`src/rtl/mac1_dot16.sv`:
```
// Two-stage pipelined 16-element dot product: registered lane products, then a registered adder tree.
// Define MAC1_SIGNED_EN for two's-complement elements and a signed result (default build is unsigned).
module mac1_dot16 #(
  parameter int N_ELEM = 16,
  parameter int EW     = 8,
  parameter int SW     = 20
) (
  input  logic                  clk,
  input  logic                  rst,
  input  logic                  in_valid,
  input  logic [EW*N_ELEM-1:0]  p,
  input  logic [EW*N_ELEM-1:0]  w,
  output logic                  out_valid,
  output logic [SW-1:0]         s
);

  localparam int PW = 2 * EW;

`ifdef MAC1_SIGNED_EN
  localparam logic SGN = 1'b1;
`else
  localparam logic SGN = 1'b0;
`endif

  logic [PW-1:0]   prod_c [N_ELEM];
  logic [PW-1:0]   prod_q [N_ELEM];
  logic            v1;

  logic [PW:0]     l1 [8];
  logic [PW+1:0]   l2 [4];
  logic [PW+2:0]   l3 [2];
  logic [SW-1:0]   sum_c;

  // Operands are widened to the product width first; the signedness of pe/we
  // decides whether that widening sign- or zero-extends.
  always_comb begin
`ifdef MAC1_SIGNED_EN
    logic signed [EW-1:0] pe;
    logic signed [EW-1:0] we;
`else
    logic [EW-1:0] pe;
    logic [EW-1:0] we;
`endif
    pe = '0;
    we = '0;
    for (int unsigned i = 0; i < N_ELEM; i++) begin
      pe        = p[EW*i +: EW];
      we        = w[EW*i +: EW];
      prod_c[i] = (PW)'(pe) * (PW)'(we);
    end
  end

  always_ff @(posedge clk or posedge rst) begin
    if (rst) begin
      for (int unsigned i = 0; i < N_ELEM; i++) prod_q[i] <= '0;
      v1 <= 1'b0;
    end else begin
      for (int unsigned i = 0; i < N_ELEM; i++) prod_q[i] <= prod_c[i];
      v1 <= in_valid;
    end
  end

  // Each tree level grows by one bit; the top bit is extended with the sign only in the signed build.
  always_comb begin
    for (int unsigned i = 0; i < 8; i++)
      l1[i] = {SGN & prod_q[2*i][PW-1], prod_q[2*i]}
            + {SGN & prod_q[2*i+1][PW-1], prod_q[2*i+1]};
    for (int unsigned i = 0; i < 4; i++)
      l2[i] = {SGN & l1[2*i][PW], l1[2*i]} + {SGN & l1[2*i+1][PW], l1[2*i+1]};
    for (int unsigned i = 0; i < 2; i++)
      l3[i] = {SGN & l2[2*i][PW+1], l2[2*i]} + {SGN & l2[2*i+1][PW+1], l2[2*i+1]};
    sum_c = {SGN & l3[0][PW+2], l3[0]} + {SGN & l3[1][PW+2], l3[1]};
  end

  always_ff @(posedge clk or posedge rst) begin
    if (rst) begin
      s         <= '0;
      out_valid <= 1'b0;
    end else begin
      s         <= sum_c;
      out_valid <= v1;
    end
  end

endmodule

```
`config.mk`:
```
export PLATFORM = sky130hd
export DESIGN_NAME = mac1_dot16
export DESIGN_NICKNAME = d
export VERILOG_FILES = /design/src/rtl/mac1_dot16.sv
export SDC_FILE = /design/constraint.sdc
export NUM_CORES = 2
export LEC_CHECK = 0
export CAP_MARGIN = 20
export CORE_ASPECT_RATIO = 1.4
export CORE_MARGIN = 2
export CORE_UTILIZATION = 34
export DETAILED_ROUTE_END_ITERATION = 10
export GPL_TIMING_DRIVEN = 0
export MAX_ROUTING_LAYER = met4
export PLACE_DENSITY = 0.52
export SETUP_SLACK_MARGIN = 0.2
export SLEW_MARGIN = 20
export SYNTH_ARGS = -nofsm -noshare
export SYNTH_HDL_FRONTEND = slang
export SYNTH_SLANG_ARGS = --single-unit
```
`constraint.sdc`:
```
create_clock -name clk -period 8.9 [get_ports clk]
set_input_delay 1.78 -clock clk [delete_from_list [all_inputs] [get_ports clk]]
set_output_delay 1.78 -clock clk [all_outputs]
set_load 0.05 [all_outputs]
```
Yosys cells after proc, flatten, opt, wreduce, memory -nomap -nowiden
Index checks and enable logic that the tools add are counted.

storage, ports and cells
  latch bits = 0
  memories = 0
  bits in read-only memories = 0
  output and inout bits = 21
  input bits = 259
  word-level logic and storage cells = 50
  memory bits (writable) = 0
  flip-flop bits (word level) = 278

operators by class
  divide/modulo/power cells = 0
  multiplexer cells = 0
  magnitude comparators = 0
  equality and inequality tests = 0
  bitwise operators = 0
  reductions and logical operators = 0
  shifts and indexed selects = 0
  add/sub/neg operators = 15
  multipliers = 16

operators with widths
  operator                    number
  multiplier 8 x 8 -> 16 bit  16
  adder 16 x 16 -> 17 bit     8
  adder 17 x 17 -> 18 bit     4
  adder 18 x 18 -> 19 bit     2
  adder 19 x 19 -> 20 bit     1

Depth between registers and ports, before layout
  word-level depth = 4
  mapped depth = 20
  mapped depth without buffers = 20

Worst setup path before layout
Ideal clock, no wire load.

  path type = input to register
  from = input port p[85]
  to = register prod_q[93] (netlist name)
  arrival = 5.606 ns
  buffers on the path = 1
  data required time = 8.776 ns
  stages on the path = 15
  library setup time = 0.124 ns
  setup slack = 3.170 ns
  cell sequence = clkbuf_1 -> nand2_1 -> fa_1 -> fa_1 -> inv_1 -> fa_1 -> inv_1 -> fa_1 -> inv_1 -> ha_1 -> o21ai_0 -> a211oi_1 -> or3_1 -> o31a_1 -> xor2_1

RTL lines
  item             line  text
  start, declared  11    input logic [EW*N_ELEM-1:0] p,
  end, declared    26    logic [PW-1:0] prod_q [N_ELEM];

Final worst setup path
  from = register prod_q[114] (netlist name)
  to = register s[18]

between the ends
  longest elaborated chain between the ends = 4

RTL lines
  item                     line  text
  adder 16 x 16 -> 17 bit  67    + {SGN & prod_q[2*i+1][PW-1], prod_q[2*i+1]};
  adder 17 x 17 -> 18 bit  69    l2[i] = {SGN & l1[2*i][PW], l1[2*i]} + {SGN & l1[2*i+1][PW], l1[2*i+1]};
  adder 18 x 18 -> 19 bit  71    l3[i] = {SGN & l2[2*i][PW+1], l2[2*i]} + {SGN & l2[2*i+1][PW+1], l2[2*i+1]};
  adder 19 x 19 -> 20 bit  72    sum_c = {SGN & l3[0][PW+2], l3[0]} + {SGN & l3[1][PW+2], l3[1]};
  named net sum_c[18]      32    logic [SW-1:0] sum_c;
  end signal, assigned     80    s <= sum_c;
  end, declared            14    output logic [SW-1:0] s

The timed path passes the listed nets, and every way through them passes these cells.

==> out/qor.yml <==
sta:
  clock.fmax_mhz: 160
  final_max_slew_viol_count: 0
  worst_pin_slew_ps: 813
  rsz0062_at_grt: "no"
  setup_violations: 0
  hold_viol_final: 0
  layout_min_cycle_time_ps: 6270
  skew_ps: 32.1
  finalSetupTns_ps: 0
  relSlewSlack_pct: 44.4
  finalCritPeriodShare_pct: 70.4
yosys:
  synth_area_leader_cell: "fa_1"
  synth_ff_type: "dfrtp_1"
  synthTopCellsByArea: "fa_1 35%, ha_1 17%, dfrtp_1 15%, inv_1 9.1%, and2_1 7.8%"
  synth_area_sq_um: 45700
  syn-mean-instance-area_sq_um: 9.69
  synth_cell_types: 52
  synth.most_common_cell: "inv_1"
  ys_ff_latch: 278
  yosysWarnings: 0
  synthesis.nets: 6376
  synth-seq-area-share_pct: 15.2
  synth-async-reset-ratio_pct: 100
  synth_edf_count: 0
  ys_top_cells_by_count: "1113 x inv_1, 796 x fa_1, 605 x ha_1"
  yosysTopAreaCellShare_pct: 34.9
  syn_inst: 4716
worst_setup_path:
  path_cells: "fa_1, inv_1, fa_1, inv_1, fa_1, fa_1, fa_1, inv_1, fa_1, inv_1, ha_1, fa_1, a21o_1, nand4_1, nand2_1, a2111oi_0, o221ai_1, xor2_1"
  reg2reg_depth: 18
  crit_arrival_ps: 6730
  r2r_setup_slack_ps: 2630
  critPathRequiredTime_ps: 9370
  critical-path-top-delay-family: "adder cells"
  crit_buf_inv: 4
  cp_slowest_stage_delay_ps: 760
  crit_type: "reg -> reg"
  start_kind: "register"
  r2r_end: "s[18]$_DFF_PP0_"
  critPathMaxFanout: 5
  cp_slowest_cell: "a2111oi_0"
  r2r-start: "prod_q[114]$_DFF_PP0_"
  end_kind: "register"
  crit_top_cell: "fa_1"
cts:
  cts_resized: 0
  cts_sinks: 278
  cts_made_buffers: 31
  ctsHoldBuffers: 0
  cts-root-buf: "clkbuf_16"
  htree_num_levels: 1
  cts_setup_buffers: 0
  clk_path_buf_depth: 3
  clk_latency_ps: 620
  cts_tree: "built"
  clk_pin_slew_ps: 80
drt:
  ant_nets: 0
  vias_per_cell: 4.59
  routed_wl_mm: 118
  drt-wirelength-per-cell_um: 17.2
  drc: 0
  drtPass1Iterations: 7
  vias: 31400
  drtIter0Drc: 1162
finish:
  utilization_pct: 38.9
  final_cell_count_no_fill: 6850
  fin_nets: 6694
  drive_gt1_share_pct: 1.88
  multi_input_area_sq_um: 34600
  fill_cells: 13400
  syn2layout_area_growth_pct: 13.8
  seqCellArea_sq_um: 6960
min_path:
  min_to: "out_valid$_DFF_PP0_"
  min_path_cells: 0
  min_path_type: "reg -> reg"
  hp-start: "v1$_DFF_PP0_"
floorplan:
  start_util_pct: 34.1
  core_area_sq_um: 134000
  dieArea_sq_um: 137000
  dieHeight_um: 438
  die_w_um: 314
  rows: 159
  io_pins: 280
global_route:
  grt_pass1_wl_mm: 192
  antenna_found_initial: 24
  grt_pass1_vias: 35400
  grt_use_total_pct: 18.4
  grt.overflow.total: 0
  grt_max_degree: 36
placement:
  place_congestion: 0.862
  port_buffers: 276
  dp_hpwl_mm: 105
  post-place-cells: 6772
status:
  outcome: "finished, final reports clean"
run:
  cap_violations: 0
kinds of logic after synthesis:
family                     after synthesis  share of synthesized area, %
adders and majority gates             1401                          51.4
and+or+nand+nor                       1300                          14.5
DFF                                    278                          15.2
AOI/OAI and AO/OA                      421                          5.94
buffers and inverters                 1120                          9.19
xor gates and xnor gates               196                          3.75
cell usage in the layout (no fill, tap or decap), types with 5 or more instances in the layout:
cell type        Yosys  layout
inv_1             1113    1112
fa_1               796     796
ha_1               605     605
and2_1             567     567
nand2_1            498     498
dfrtp_1            278     278
clkdlybuf4s50_1      0     276
xnor2_1            153     153
a21oi_1            134     134
nor2_1              92      92
o21ai_0             79      79
a21o_1              72      72
xor2_1              43      43
nor2b_1             41      41
nand3_1             34      34
clkbuf_16            0      31
diode_2              0      21
nand2b_1            20      20
o21a_1              17      17
a31o_2              16      16
o21bai_1            15      15
o211ai_1            14      14
nor3_1              14      14
nand3b_1            12      12
a211oi_1            12      12
a31oi_1             11      11
or3_1                9       9
o31a_1               8       8
clkbuf_1             7       8
clkinvlp_4           0       8
buf_12               0       8
o31ai_1              6       6
o221a_2              6       6
o41ai_1              5       5
a2111oi_0            5       5
nand4_1              5       5
clkinv_2             0       5
clkbuf_8             0       5
registers in the layout, summed over array words and instances (netlist names):
signal     count
prod_q       256
s             20
out_valid      1
v1             1
worst register-to-register path: stages (launching register included):
cell and delay, ps:
dfrtp_1 430, fa_1 600, inv_1 90, fa_1 520
inv_1 60, fa_1 550, fa_1 450, fa_1 490
inv_1 50, fa_1 480, inv_1 40, ha_1 220
fa_1 470, a21o_1 210, nand4_1 100, nand2_1 170
a2111oi_0 770, o221ai_1 230, xor2_1 200
area by class of cell:
| type | instances | share of cell area, % |
|---|---|---|
| clock buffer | 37 | 1.63 |
| inverter | 1113 | 8.04 |
| timing repair buffer | 285 | 5.67 |
| antenna | 21 | 0.101 |
| tap | 1771 | 4.26 |
| multi-input combinational | 3318 | 66.4 |
| buffer | 7 | 0.0505 |
| clock inverter | 20 | 0.474 |
| sequential | 278 | 13.4 |
how the worst max path moves through the flow:
stage                                from                     to  depth (start not counted)
floorplan                           p[85]   prod_q[93]$_DFF_PP0_                         15
global placement                      rst  prod_q[126]$_DFF_PP0_                          2
finish              prod_q[114]$_DFF_PP0_        s[18]$_DFF_PP0_                         18
CTS                                p[101]   prod_q[63]$_DFF_PP0_                         16
global route                        w[98]   prod_q[63]$_DFF_PP0_                         16
detailed placement                 p[101]   prod_q[63]$_DFF_PP0_                         16
through the flow:
step / hold WS (ps) / area [sq um] / setup WS (ps)
3_5_place_dp: 338 / 50900 / 1960
6_report: 363 / 52000 / 2630
2_1_floorplan: 331 / 45700 / 3170
4_1_cts: 370 / 52000 / 2550
3_3_place_gp: 334 / 50700 / 1220
5_1_grt: 373 / 52000 / 2360
metal layers:
layer  part of all wire (%)  up-vias  global-route usage [%]  wire, um
met5                      0        -                       -         0
met4                    3.7        0                    6.22      4380
met3                    2.7      159                    1.79      3140
met2                     54      423                    34.0     63600
met1                     40    15800                    20.5     46700
li1                       -    15000                       -         -
Power is left out: the tool's default activity adds up to more than one toggle a clock period on the data nets, which glitch-free logic cannot reach.
